### src/rtl/vga_fb_pkg.sv
`timescale 1ns/1ps
// -----------------------------------------------------------------------------
// vga_fb_pkg
// Shared definitions for the frame-buffer arbiter slice.
//   ROWS/COLS     : frame-buffer geometry (96 x 128)
//   DATA_W        : pixel width, 4:4:4 RGB
//   ROW_W/COL_W   : row/column index widths
//   fb_state_t    : arbiter FSM state encoding
//   fb_addr()     : BRAM address from {row, col}
// -----------------------------------------------------------------------------
package vga_fb_pkg;

   localparam int ROWS   = 96;
   localparam int COLS   = 128;
   localparam int DATA_W = 12;
   localparam int ROW_W  = 7;
   localparam int COL_W  = $clog2(COLS);

   typedef enum logic [1:0] {
      IDLE  = 2'd0,
      READ  = 2'd1,
      WRITE = 2'd2
   } fb_state_t;

   // Row-major addressing: a full power-of-two column field per row keeps
   // the address a plain concatenation (no multiplier).
   function automatic logic [ROW_W+COL_W-1:0] fb_addr(
      input logic [ROW_W-1:0] row,
      input logic [COL_W-1:0] col
   );
      return {row, col};
   endfunction

endpackage

### src/rtl/vga_fb_wr_fifo.sv
`timescale 1ns/1ps
// -----------------------------------------------------------------------------
// vga_fb_wr_fifo
// Synchronous FIFO holding pending pixel writes ({addr, data} entries).
//   clk, reset   : clock, asynchronous active-high reset (empties the FIFO)
//   push, push_data : write an entry (caller guarantees !full)
//   pop          : discard head entry (caller guarantees !empty)
//   head_data    : current head entry, combinational from the storage array
//   full, empty  : occupancy flags
// Pointers carry one extra wrap bit so full/empty need no separate counter.
// -----------------------------------------------------------------------------
module vga_fb_wr_fifo #(
   parameter int WIDTH = 26,
   parameter int DEPTH = 4
) (
   input  logic             clk,
   input  logic             reset,
   input  logic             push,
   input  logic [WIDTH-1:0] push_data,
   input  logic             pop,
   output logic [WIDTH-1:0] head_data,
   output logic             full,
   output logic             empty
);

   localparam int PTR_W = $clog2(DEPTH);

   logic [WIDTH-1:0] mem_reg [DEPTH];
   logic [PTR_W:0]   wr_ptr_reg;
   logic [PTR_W:0]   rd_ptr_reg;

   // Storage is not reset: resetting the pointers is enough to discard it.
   always_ff @(posedge clk) begin
      if (push) begin
         mem_reg[wr_ptr_reg[PTR_W-1:0]] <= push_data;
      end
   end

   always_ff @(posedge clk or posedge reset) begin
      if (reset) begin
         wr_ptr_reg <= '0;
         rd_ptr_reg <= '0;
      end else begin
         if (push) begin
            wr_ptr_reg <= wr_ptr_reg + (PTR_W+1)'(1);
         end
         if (pop) begin
            rd_ptr_reg <= rd_ptr_reg + (PTR_W+1)'(1);
         end
      end
   end

   assign head_data = mem_reg[rd_ptr_reg[PTR_W-1:0]];
   assign empty     = (wr_ptr_reg == rd_ptr_reg);
   assign full      = (wr_ptr_reg[PTR_W] != rd_ptr_reg[PTR_W]) &&
                      (wr_ptr_reg[PTR_W-1:0] == rd_ptr_reg[PTR_W-1:0]);

endmodule

### src/rtl/vga_fb_arbiter.sv
`timescale 1ns/1ps
// -----------------------------------------------------------------------------
// vga_fb_arbiter
// Schedules the single-port frame-buffer BRAM between display scan-out reads
// (absolute priority) and buffered pixel writes (issued in idle cycles,
// optionally only during vertical blanking).
//   clk, reset          : clock, asynchronous active-high reset
//   disp_req/row/col    : display read request, sampled every cycle
//   disp_data/valid     : read pixel, 3 cycles after the request
//   vblank              : vertical blanking indicator
//   wr_valid/ready/row/col/data : pixel-write handshake into the FIFO
//   wr_err              : one-cycle pulse when an out-of-range write is dropped
//   bram_en/we/addr/wdata : registered BRAM controls
//   bram_rdata          : BRAM read data (one-cycle latency)
// -----------------------------------------------------------------------------
module vga_fb_arbiter #(
   parameter int ROW_W         = vga_fb_pkg::ROW_W,
   parameter int COL_W         = vga_fb_pkg::COL_W,
   parameter int DATA_W        = vga_fb_pkg::DATA_W,
   parameter int ROWS          = vga_fb_pkg::ROWS,
   parameter int FIFO_DEPTH    = 4,
   parameter bit WR_ONLY_BLANK = 1'b1
) (
   input  logic                   clk,
   input  logic                   reset,
   input  logic                   disp_req,
   input  logic [ROW_W-1:0]       disp_row,
   input  logic [COL_W-1:0]       disp_col,
   output logic [DATA_W-1:0]      disp_data,
   output logic                   disp_valid,
   input  logic                   vblank,
   input  logic                   wr_valid,
   output logic                   wr_ready,
   input  logic [ROW_W-1:0]       wr_row,
   input  logic [COL_W-1:0]       wr_col,
   input  logic [DATA_W-1:0]      wr_data,
   output logic                   wr_err,
   output logic                   bram_en,
   output logic                   bram_we,
   output logic [ROW_W+COL_W-1:0] bram_addr,
   output logic [DATA_W-1:0]      bram_wdata,
   input  logic [DATA_W-1:0]      bram_rdata
);

   import vga_fb_pkg::*;

   localparam int               ADDR_W    = ROW_W + COL_W;
   localparam int               ENTRY_W   = ADDR_W + DATA_W;
   localparam logic [ROW_W-1:0] ROW_LIMIT = ROW_W'(ROWS);

   fb_state_t           state_reg, state_next;
   logic                bram_en_reg, bram_en_next;
   logic                bram_we_reg, bram_we_next;
   logic [ADDR_W-1:0]   bram_addr_reg, bram_addr_next;
   logic [DATA_W-1:0]   bram_wdata_reg, bram_wdata_next;

   // Read pipeline: stage 2 marks the cycle bram_rdata is valid.
   logic                rd_stage2_reg;
   logic                rd_stage2_hit_reg;
   logic [DATA_W-1:0]   disp_data_reg;
   logic                disp_valid_reg;
   logic                wr_err_reg;

   logic                wr_accept;
   logic                wr_in_range;
   logic                fifo_push;
   logic                fifo_pop;
   logic                fifo_full;
   logic                fifo_empty;
   logic [ENTRY_W-1:0]  fifo_head;
   logic                write_eligible;

   // ---------------------------------------------------------------- write side
   // Out-of-range writes still complete the handshake; they are simply
   // never stored, and flagged one cycle later.
   assign wr_ready    = !fifo_full && !reset;
   assign wr_accept   = wr_valid && wr_ready;
   assign wr_in_range = (wr_row < ROW_LIMIT);
   assign fifo_push   = wr_accept && wr_in_range;

   vga_fb_wr_fifo #(
      .WIDTH (ENTRY_W),
      .DEPTH (FIFO_DEPTH)
   ) u_wr_fifo (
      .clk       (clk),
      .reset     (reset),
      .push      (fifo_push),
      .push_data ({fb_addr(wr_row, wr_col), wr_data}),
      .pop       (fifo_pop),
      .head_data (fifo_head),
      .full      (fifo_full),
      .empty     (fifo_empty)
   );

   assign write_eligible = !fifo_empty && (!WR_ONLY_BLANK || vblank);

   // ------------------------------------------------------------ decision FSM
   always_comb begin
      state_next      = IDLE;
      bram_en_next    = 1'b0;
      bram_we_next    = 1'b0;
      bram_addr_next  = bram_addr_reg;
      bram_wdata_next = bram_wdata_reg;
      fifo_pop        = 1'b0;

      if (disp_req) begin
         // Display always wins; a competing write stays at the FIFO head.
         // Out-of-range rows keep the READ slot (fixed latency) but leave
         // the BRAM disabled so the returned pixel is forced to zero.
         state_next     = READ;
         bram_en_next   = (disp_row < ROW_LIMIT);
         bram_addr_next = fb_addr(disp_row, disp_col);
      end else if (write_eligible) begin
         state_next      = WRITE;
         bram_en_next    = 1'b1;
         bram_we_next    = 1'b1;
         bram_addr_next  = fifo_head[ENTRY_W-1:DATA_W];
         bram_wdata_next = fifo_head[DATA_W-1:0];
         fifo_pop        = 1'b1;
      end
   end

   always_ff @(posedge clk or posedge reset) begin
      if (reset) begin
         state_reg         <= IDLE;
         bram_en_reg       <= 1'b0;
         bram_we_reg       <= 1'b0;
         bram_addr_reg     <= '0;
         bram_wdata_reg    <= '0;
         rd_stage2_reg     <= 1'b0;
         rd_stage2_hit_reg <= 1'b0;
         disp_data_reg     <= '0;
         disp_valid_reg    <= 1'b0;
         wr_err_reg        <= 1'b0;
      end else begin
         state_reg         <= state_next;
         bram_en_reg       <= bram_en_next;
         bram_we_reg       <= bram_we_next;
         bram_addr_reg     <= bram_addr_next;
         bram_wdata_reg    <= bram_wdata_next;
         rd_stage2_reg     <= (state_reg == READ);
         rd_stage2_hit_reg <= (state_reg == READ) && bram_en_reg;
         disp_valid_reg    <= rd_stage2_reg;
         if (rd_stage2_reg) begin
            disp_data_reg <= rd_stage2_hit_reg ? bram_rdata : '0;
         end
         wr_err_reg        <= wr_accept && !wr_in_range;
      end
   end

   assign bram_en    = bram_en_reg;
   assign bram_we    = bram_we_reg;
   assign bram_addr  = bram_addr_reg;
   assign bram_wdata = bram_wdata_reg;
   assign disp_data  = disp_data_reg;
   assign disp_valid = disp_valid_reg;
   assign wr_err     = wr_err_reg;

endmodule

### config.mk
export PLATFORM = sky130hd
export DESIGN_NAME = vga_fb_arbiter
export DESIGN_NICKNAME = d
export VERILOG_FILES = /design/src/rtl/vga_fb_pkg.sv /design/src/rtl/vga_fb_wr_fifo.sv /design/src/rtl/vga_fb_arbiter.sv
export SDC_FILE = /design/constraint.sdc
export NUM_CORES = 1
export LEC_CHECK = 0
export ABC_CLOCK_PERIOD_IN_PS = 2750
export BUFFER_PORTS_ARGS = -buffer_cell sky130_fd_sc_hd__buf_2
export CAP_MARGIN = 20
export CORE_MARGIN = 1.5
export CORE_UTILIZATION = 56
export DETAILED_ROUTE_END_ITERATION = 12
export PLACE_DENSITY = 0.91
export SLEW_MARGIN = 25
export SYNTH_ARGS = -nofsm -noshare
export SYNTH_HDL_FRONTEND = slang
export SYNTH_SLANG_ARGS = --single-unit
export TNS_END_PERCENT = 30
### constraint.sdc
create_clock -name clk -period 2.75 [get_ports clk]
set_clock_uncertainty 0.1 [all_clocks]
set_input_delay 0.55 -clock clk [delete_from_list [all_inputs] [get_ports clk]]
set_output_delay 0.55 -clock clk [all_outputs]
set_load 0.02 [all_outputs]
# Word-level counts from Yosys, hierarchy flattened
# Memories as Yosys holds them, arrays and structs flattened.
# Index checks and enable logic that the tools add are counted.
# word_totals
ram_bits	104
word_cells	45
n_memories	1
register_bits	52
output_inout_bits	43
in_bits	57
# memory_table
memory	depth	word_bits	read_ports	rd_clocked_by_memory_dff	wr	line	rtl
u_wr_fifo.mem_reg	4	26	1	0	1	vga_fb_wr_fifo.sv:28	logic [WIDTH-1:0] mem_reg [DEPTH];
# classes
order_cmp	2
reduce_logical	13
eq_ne	4
n_mux	10
n_bitwise	1
add_sub_neg	2
# ops
op	n
14-bit two-way mux	2
7-bit less-than comparator, second input constant	2
12-bit two-way mux	1
1-bit logical AND	7
3-bit by 1-bit adder with 3-bit output, second input constant	2
1-bit two-way mux	5
1-bit zero test	4
2-bit two-way mux	2
3-bit == test	1
2-bit by 1-bit == test with 1-bit output, second input constant	1
2-bit == test	1
2-bit AND reduction	1
2-bit nonzero test	1
1-bit != test	1
1-bit inverter	1

# Logic depth before layout (Yosys ltp)
# Gate-level depths: netlist (run 1).
# depth
word_depth	8
depth_mapped	6
mapped_depth_nobuf	4

# Hierarchy
# From an unflattened synthesis (run 1), not the netlist that was laid out.
# hier_totals
cells_unflattened	318
hier_area_um2	6084.6
# by_module_without_submodules
module	seq_area_each_um2	cells_per_inst	n_inst	area_per_inst_um2
vga_fb_wr_fifo	3273.1	167	1	4151.5
vga_fb_arbiter	1126.1	151	1	1933.1

# Worst setup path before layout (run 1)
# No wires, ideal clock.
# synth_path
path_kind	register -> register
start	register u_wr_fifo.rd_ptr_reg[0]
end	memory u_wr_fifo.mem_reg[2][0] (enable)
path_buffers	1
setup_ns	0.385
setup_slack_ns	0.411
required_ns	2.265
t_arrival_ns	1.854
path_stages_with_launch	5
period_less_slack_ns	2.339
path_cell_list	dfrtp_1 buf_6 xnor2_1 a311oi_4 and2_1
# synth_between
elab_chain_cells	8
# synth_rtl
element	line	rtl
from (decl)	vga_fb_wr_fifo.sv:30	logic [PTR_W:0] rd_ptr_reg;
from (signal assigned)	vga_fb_wr_fifo.sv:48	rd_ptr_reg <= rd_ptr_reg + (PTR_W+1)'(1);
2-bit == test	vga_fb_wr_fifo.sv:56	(wr_ptr_reg[PTR_W-1:0] == rd_ptr_reg[PTR_W-1:0]);
1-bit logical AND	vga_fb_wr_fifo.sv:55	assign full = (wr_ptr_reg[PTR_W] != rd_ptr_reg[PTR_W]) &&
1-bit zero test	vga_fb_arbiter.sv:76	assign wr_ready = !fifo_full && !reset;
1-bit logical AND	vga_fb_arbiter.sv:76	
1-bit logical AND	vga_fb_arbiter.sv:77	assign wr_accept = wr_valid && wr_ready;
1-bit logical AND	vga_fb_arbiter.sv:79	assign fifo_push = wr_accept && wr_in_range;
1-bit two-way mux	vga_fb_wr_fifo.sv:34	if (push) begin
1-bit two-way mux (not written as such)	vga_fb_wr_fifo.sv:35	mem_reg[wr_ptr_reg[PTR_W-1:0]] <= push_data;
to (decl)	vga_fb_wr_fifo.sv:28	
# No other way between the ends.

# Worst setup path after layout (run 1)
# layout_path
start	register u_wr_fifo.rd_ptr_reg[0]
end	output port wr_ready
# layout_between
elab_chain_cells	4
# layout_rtl
element	line	rtl
2-bit == test	vga_fb_wr_fifo.sv:56	
1-bit logical AND	vga_fb_wr_fifo.sv:55	
1-bit zero test	vga_fb_arbiter.sv:76	
1-bit logical AND	vga_fb_arbiter.sv:76	
to (decl)	vga_fb_arbiter.sv:33	output logic wr_ready,
# No other way between the ends.

==> results.sh, run 1 <==
export IMPL_ys_top_cells_by_area="edfxtp_1, dfrtp_1, mux4_2"
export IMPL_p_comb_share_pct=27.6
export IMPL_clock_latency_ns=0.52
export IMPL_seq_area_frac_synth_pct=73.5
export IMPL_ys_ff_latch=155
export IMPL_routedWlPerCell_um=20.5
export IMPL_ys_warn_count=0
export IMPL_grtUsageMet1_pct=27.4
export IMPL_gp_congestion=0.765
export IMPL_p_per_area_nw_per_um2=1030
export IMPL_switchingPower_mw=2.28
export IMPL_routed_via_density=5.53
export IMPL_reg2reg_depth=4
export IMPL_route_detailed_drc=0
export IMPL_worst_endpoint_arrival_ns=1.89
export IMPL_worst_pin_slew_ns=0.629
export IMPL_status="finished clean"
export IMPL_synth_largest_area_cell="edfxtp_1"
export IMPL_antenna_left=0
export IMPL_timing_fmax_mhz=393
export IMPL_fin_nets=504
export IMPL_syn2layout_area_growth_pct=21.1
export IMPL_p_leak_nw=2.91
export IMPL_fin_crit_ns=2.54
export IMPL_regToRegSetupSlack_ns=0.49
export IMPL_ys_flop_type="edfxtp_1"
export IMPL_die_area_um2=11300
export IMPL_critPathLaunchType="register"
export IMPL_cp_max_fo=9
export IMPL_rows=37
export IMPL_fill_cells=633
export IMPL_first_global_vias=3458
export IMPL_slew_headroom_pct=58.0
export IMPL_maxSlewViolCount=0
export IMPL_clockBufferDepth=2
export IMPL_setup_viol=0
export IMPL_cts_resized=0
export IMPL_pwr_share_seq_pct=42.3
export IMPL_synth_most_common_cell="edfxtp_1"
export IMPL_path_clk_slew_ns=0.06
export IMPL_timing_rr_start="u_wr_fifo.rd_ptr_reg[0]"
export IMPL_hold_viol=0
export IMPL_clock_power_share_pct=30.1
export IMPL_rsz0062_at_grt="false"
export IMPL_reg2reg_to="u_wr_fifo.mem_reg[2][7]"
export IMPL_antenna_found_initial=0
export IMPL_io_pins=100
export IMPL_final_cells=591
export IMPL_cts_made_buffers=17
export IMPL_synth_enable_flop_cells=104
export IMPL_die_x_um=106
export IMPL_dp_cells=559
export IMPL_period_share_pct=92.5
export IMPL_hold_class="input port to asynchronous set/reset pin"
export IMPL_drt_iter0_markers=233
export IMPL_cts_root_buf="clkbuf_8"
export IMPL_htreeDepth=4
export IMPL_syn_cell_area_um2=5990
export IMPL_die_y_um=106
export IMPL_grt_max_degree=32
export IMPL_place_hpwl_um=7260
export IMPL_syn_instance_count=324
export IMPL_p_sw_share_pct=30.6
export IMPL_power_total_mw=7.44
export IMPL_busiest_layer="met2"
export IMPL_core_area_um2=10400
export IMPL_start_util_pct=57.7
export IMPL_worstSetupPathType="register to primary output"
export IMPL_syn_nets=386
export IMPL_internal_power_mw=5.16
export IMPL_end_kind="primary output"
export IMPL_clkSinkCount=155
export IMPL_io_buffers=99
export IMPL_tns_ns=0
export IMPL_synthDistinctLibCells=29
export IMPL_synthTopCellsByCount="edfxtp_1, dfrtp_1, nand2_1"
export IMPL_drt_wl_total_um=12100
export IMPL_grt_overflow_total=0
export IMPL_syn_area_per_cell_um2=18.5
export IMPL_antenna_cells=0
export IMPL_grt_use_met2_pct=40.3
export IMPL_postCtsSetupBuffers=0
export IMPL_cts_tree="built"
export IMPL_grt_usage_pct=22.9
export IMPL_required_ns=2.10
export IMPL_fin_util_pct=69.9
export IMPL_peakVddDrop_mv=0.602
export IMPL_drive_gt1_share_pct=41.5
export IMPL_vias=3269
export IMPL_async_flop_share_pct=32.9
export IMPL_holdBufCountCts=0
export IMPL_largest_reg_flops=104
export IMPL_met3_usage_pct=5.46
export IMPL_first_pass_iters=4
export IMPL_max_cap_viol_count=0
export IMPL_synth_top_area_share_pct=52.2
export IMPL_grt_pass1_wl_um=18600
==> critical path, cell delays in order (launching register included) <==
cell,delay (ns)
dfrtp_2,0.52
xnor2_1,0.44
a31oi_1,0.21
buf_2,0.21
==> kinds of logic (layout without fill, tap and decap cells) <==
group	after synthesis	in the layout	synth area share (%)
flip-flops	155	155	73.5
multiplexers	53	53	14.9
AND/OR/NAND/NOR	39	39	2.86
AO/OA/AOI/OAI	33	33	3.61
buffers and inverters	30	161	2.63
XOR/XNOR	9	9	1.44
adder cells (fa/ha/maj)	5	5	1.04
==> layer usage <==
| metal | part of all wire (%) | vias up |
|---|---|---|
| met5 | 0 | - |
| met3 | 4.9 | 20 |
| li1 | - | 1455 |
| met4 | 2.2 | 0 |
| met1 | 40 | 1674 |
| met2 | 53 | 120 |
==> worst max-delay path by stage <==
stage,depth (start not counted),slack (ns),endpoint,start
detailed placement,4,0.50,u_wr_fifo.mem_reg[3][7],wr_row[6]
global route,3,0.14,wr_ready,u_wr_fifo.rd_ptr_reg[0]
floorplan,4,0.41,u_wr_fifo.mem_reg[2][0],u_wr_fifo.rd_ptr_reg[0]
CTS,3,0.21,wr_ready,u_wr_fifo.rd_ptr_reg[0]
finish,3,0.21,wr_ready,u_wr_fifo.rd_ptr_reg[0]
global placement,4,0.57,u_wr_fifo.mem_reg[3][22],wr_row[6]
==> power groups by stage <==
stage | combinational, mW | sequential [mW] | clock (mW)
2_1_floorplan | 1.29 | 3.33 | 0
3_3_place_gp | 1.95 | 3.15 | 0
3_5_place_dp | 2.01 | 3.17 | 0
4_1_cts | 2.07 | 3.15 | 2.27
5_1_grt | 2.18 | 3.19 | 2.37
6_report | 2.05 | 3.15 | 2.24
==> area by class of cell <==
type	count	area, um^2	share of cell area, %
multi-input cells	139	1430	19.7
well taps	136	170	2.35
repair buffers	113	601	8.28
clock buffers	25	538	7.42
inverters	16	60.1	0.828
clock inverters	7	51.3	0.707
flip-flops and latches	155	4400	60.7
==> stage by stage <==
stage | instance area [um^2] | setup slack [ns] | hold WS [ns]
2_1_floorplan | 5990 | 0.411 | 0.295
3_3_place_gp | 6660 | 0.567 | 0.321
3_5_place_dp | 6660 | 0.497 | 0.354
4_1_cts | 7250 | 0.208 | 0.0491
5_1_grt | 7250 | 0.142 | 0.0791
6_report | 7250 | 0.207 | 0.0463
==> cell usage in the layout, fill, tap and decap left out, drive strengths merged <==
| master | count |
|---|---|
| a21o | 1 |
| a311oi | 2 |
| a31oi | 1 |
| and2 | 7 |
| buf | 113 |
| clkbuf | 25 |
| clkinv | 6 |
| dfrtp | 51 |
| edfxtp | 104 |
| ha | 5 |
| inv | 17 |
| mux2 | 13 |
| mux2i | 14 |
| mux4 | 26 |
| nand2 | 30 |
| nand2b | 1 |
| nor2b | 1 |
| o21ai | 27 |
| o311a | 1 |
| o31ai | 1 |
| xnor2 | 4 |
| xor2 | 5 |
No activity file was read; power rests on OpenSTA's default activity.
==> inputs of run 2 (changes only) <==
PLACE_DENSITY = 0.87   (was 0.91)
==> results.sh, run 2 (synthesis results as in run 1) <==
export IMPL_status="finished clean"
export IMPL_setup_viol=0
export IMPL_vias=3240
export IMPL_drt_iter0_markers=268
export IMPL_holdBufCountCts=1
export IMPL_grt_max_degree=38
export IMPL_gp_congestion=0.782
export IMPL_seq_area_um2=4400
export IMPL_first_global_vias=3436
export IMPL_antenna_left=0
export IMPL_post_route_cell_area_um2=7230
export IMPL_grt_overflow_total=0
export IMPL_routed_via_density=5.48
export IMPL_cts_tree="built"
export IMPL_first_pass_iters=4
export IMPL_period_share_pct=91.1
export IMPL_timing_fmax_mhz=399
export IMPL_peakVddDrop_mv=0.575
export IMPL_critPathLaunchType="register"
export IMPL_cts_resized=0
export IMPL_grt_pass1_wl_um=18500
export IMPL_place_ws_ns=0.504
export IMPL_htreeDepth=4
export IMPL_core_area_um2=10400
export IMPL_path_clk_slew_ns=0.06
export IMPL_route_detailed_drc=0
export IMPL_layout_common_cells="edfxtp_1, buf_2, dfrtp_1"
export IMPL_postCtsSetupBuffers=0
export IMPL_worstSetupPathType="register to primary output"
export IMPL_grt_usage_pct=22.5
export IMPL_rsz0062_at_grt="false"
export IMPL_clock_latency_ns=0.53
export IMPL_largest_reg_flops=104
export IMPL_multi_input_area_um2=1430
export IMPL_hold_class="input port to register"
export IMPL_antenna_cells=0
export IMPL_clockBufferDepth=2
export IMPL_drive_gt1_share_pct=40.9
export IMPL_end_kind="primary output"
export IMPL_route_met3_wl_um=570
export IMPL_worst_pin_slew_ns=0.479
export IMPL_hold_viol=0
export IMPL_p_leak_nw=2.90
export IMPL_cts_root_buf="clkbuf_8"
export IMPL_wl_met1_um=5030
export IMPL_fin_crit_ns=2.51
export IMPL_required_ns=2.10
export IMPL_mostFrequentLayoutCell="edfxtp_1"
export IMPL_met2_length_um=5910
export IMPL_start_util_pct=57.7
export IMPL_max_cap_viol_count=0
export IMPL_fill_cells=645
export IMPL_tns_ns=0
export IMPL_die_x_um=106
export IMPL_drt_wl_total_um=11700
export IMPL_place_hpwl_um=7400
export IMPL_die_area_um2=11300
export IMPL_power_total_mw=7.34
export IMPL_p_per_area_nw_per_um2=1020
export IMPL_clkSinkCount=155
export IMPL_syn2layout_area_growth_pct=20.7
export IMPL_worst_endpoint_arrival_ns=1.86
export IMPL_maxSlewViolCount=0
export IMPL_io_pins=100
export IMPL_rows=37
export IMPL_cts_made_buffers=17
export IMPL_cp_max_fo=11
export IMPL_placed_cell_area_um2=6660
export IMPL_antenna_found_initial=0
export IMPL_routedWlPerCell_um=19.8
export IMPL_finalWorstSetupSlack_ns=0.243
export IMPL_fin_nets=504
export IMPL_die_y_um=106
export IMPL_highest_layer="met4"
export IMPL_io_buffers=99
export IMPL_slew_headroom_pct=68.1
-- run 2: cell count changes in the layout (fill, tap and decap cells not counted), sizes merged --
cell and delta:
inv +1, clkbuf +2, dlygate4sd3 +1, buf -1, clkinv -3
-- run 2: cell type report --
type | count | area share [%]
multi-input combinational | 139 | 19.8
clock inverter | 5 | 0.381
timing repair buffer | 113 | 8.34
clock buffer | 27 | 7.39
tap | 136 | 2.35
inverter | 16 | 0.831
sequential | 155 | 60.9
-- run 2: path summary, 6_finish.rpt --
| kind | endpoint | start | cells after the start | slack (ns) |
|---|---|---|---|---|
| min | bram_addr[6] | disp_col[6] | 3 | 0.13 |
| min reg2reg | rd_stage2_reg | bram_we | 1 | 0.35 |
| max | wr_ready | u_wr_fifo.rd_ptr_reg[0] | 3 | 0.24 |
| max reg2reg | u_wr_fifo.mem_reg[3][15] | u_wr_fifo.rd_ptr_reg[0] | 3 | 0.51 |
| max in group asynchronous | u_wr_fifo.rd_ptr_reg[0] | reset | 4 | 1.27 |
| min in group asynchronous | bram_addr[12] | reset | 3 | 0.46 |
-- run 2: stage by stage --
stage | cells | hold WS [ns] | util [%]
after global placement | 558 | 0.336 | 64.2
final | 591 | 0.132 | 69.7
after detailed placement | 558 | 0.345 | 64.2
after CTS | 591 | 0.114 | 69.7
after floorplan | 324 | 0.295 | -
after global routing | 591 | 0.119 | 69.7
-- run 2: critical path, cell delays in order (launching register included) --
cell,delay [ns]
dfrtp_2,0.54
xnor2_1,0.42
a31oi_1,0.18
buf_2,0.20
-- run 2: where the power goes --
group          switching (mW)  internal (mW)  total [mW]
clock                   0.863           1.31        2.17
sequential              0.266           2.89        3.16
combinational            1.09          0.924        2.01
total                    2.21           5.13        7.34
-- run 2: per-layer routing --
metal	up-vias	track usage, %
met5	-	0
met4	0	8.29
met3	17	6.19
met2	116	36.4
met1	1654	29.5
li1	1453	-
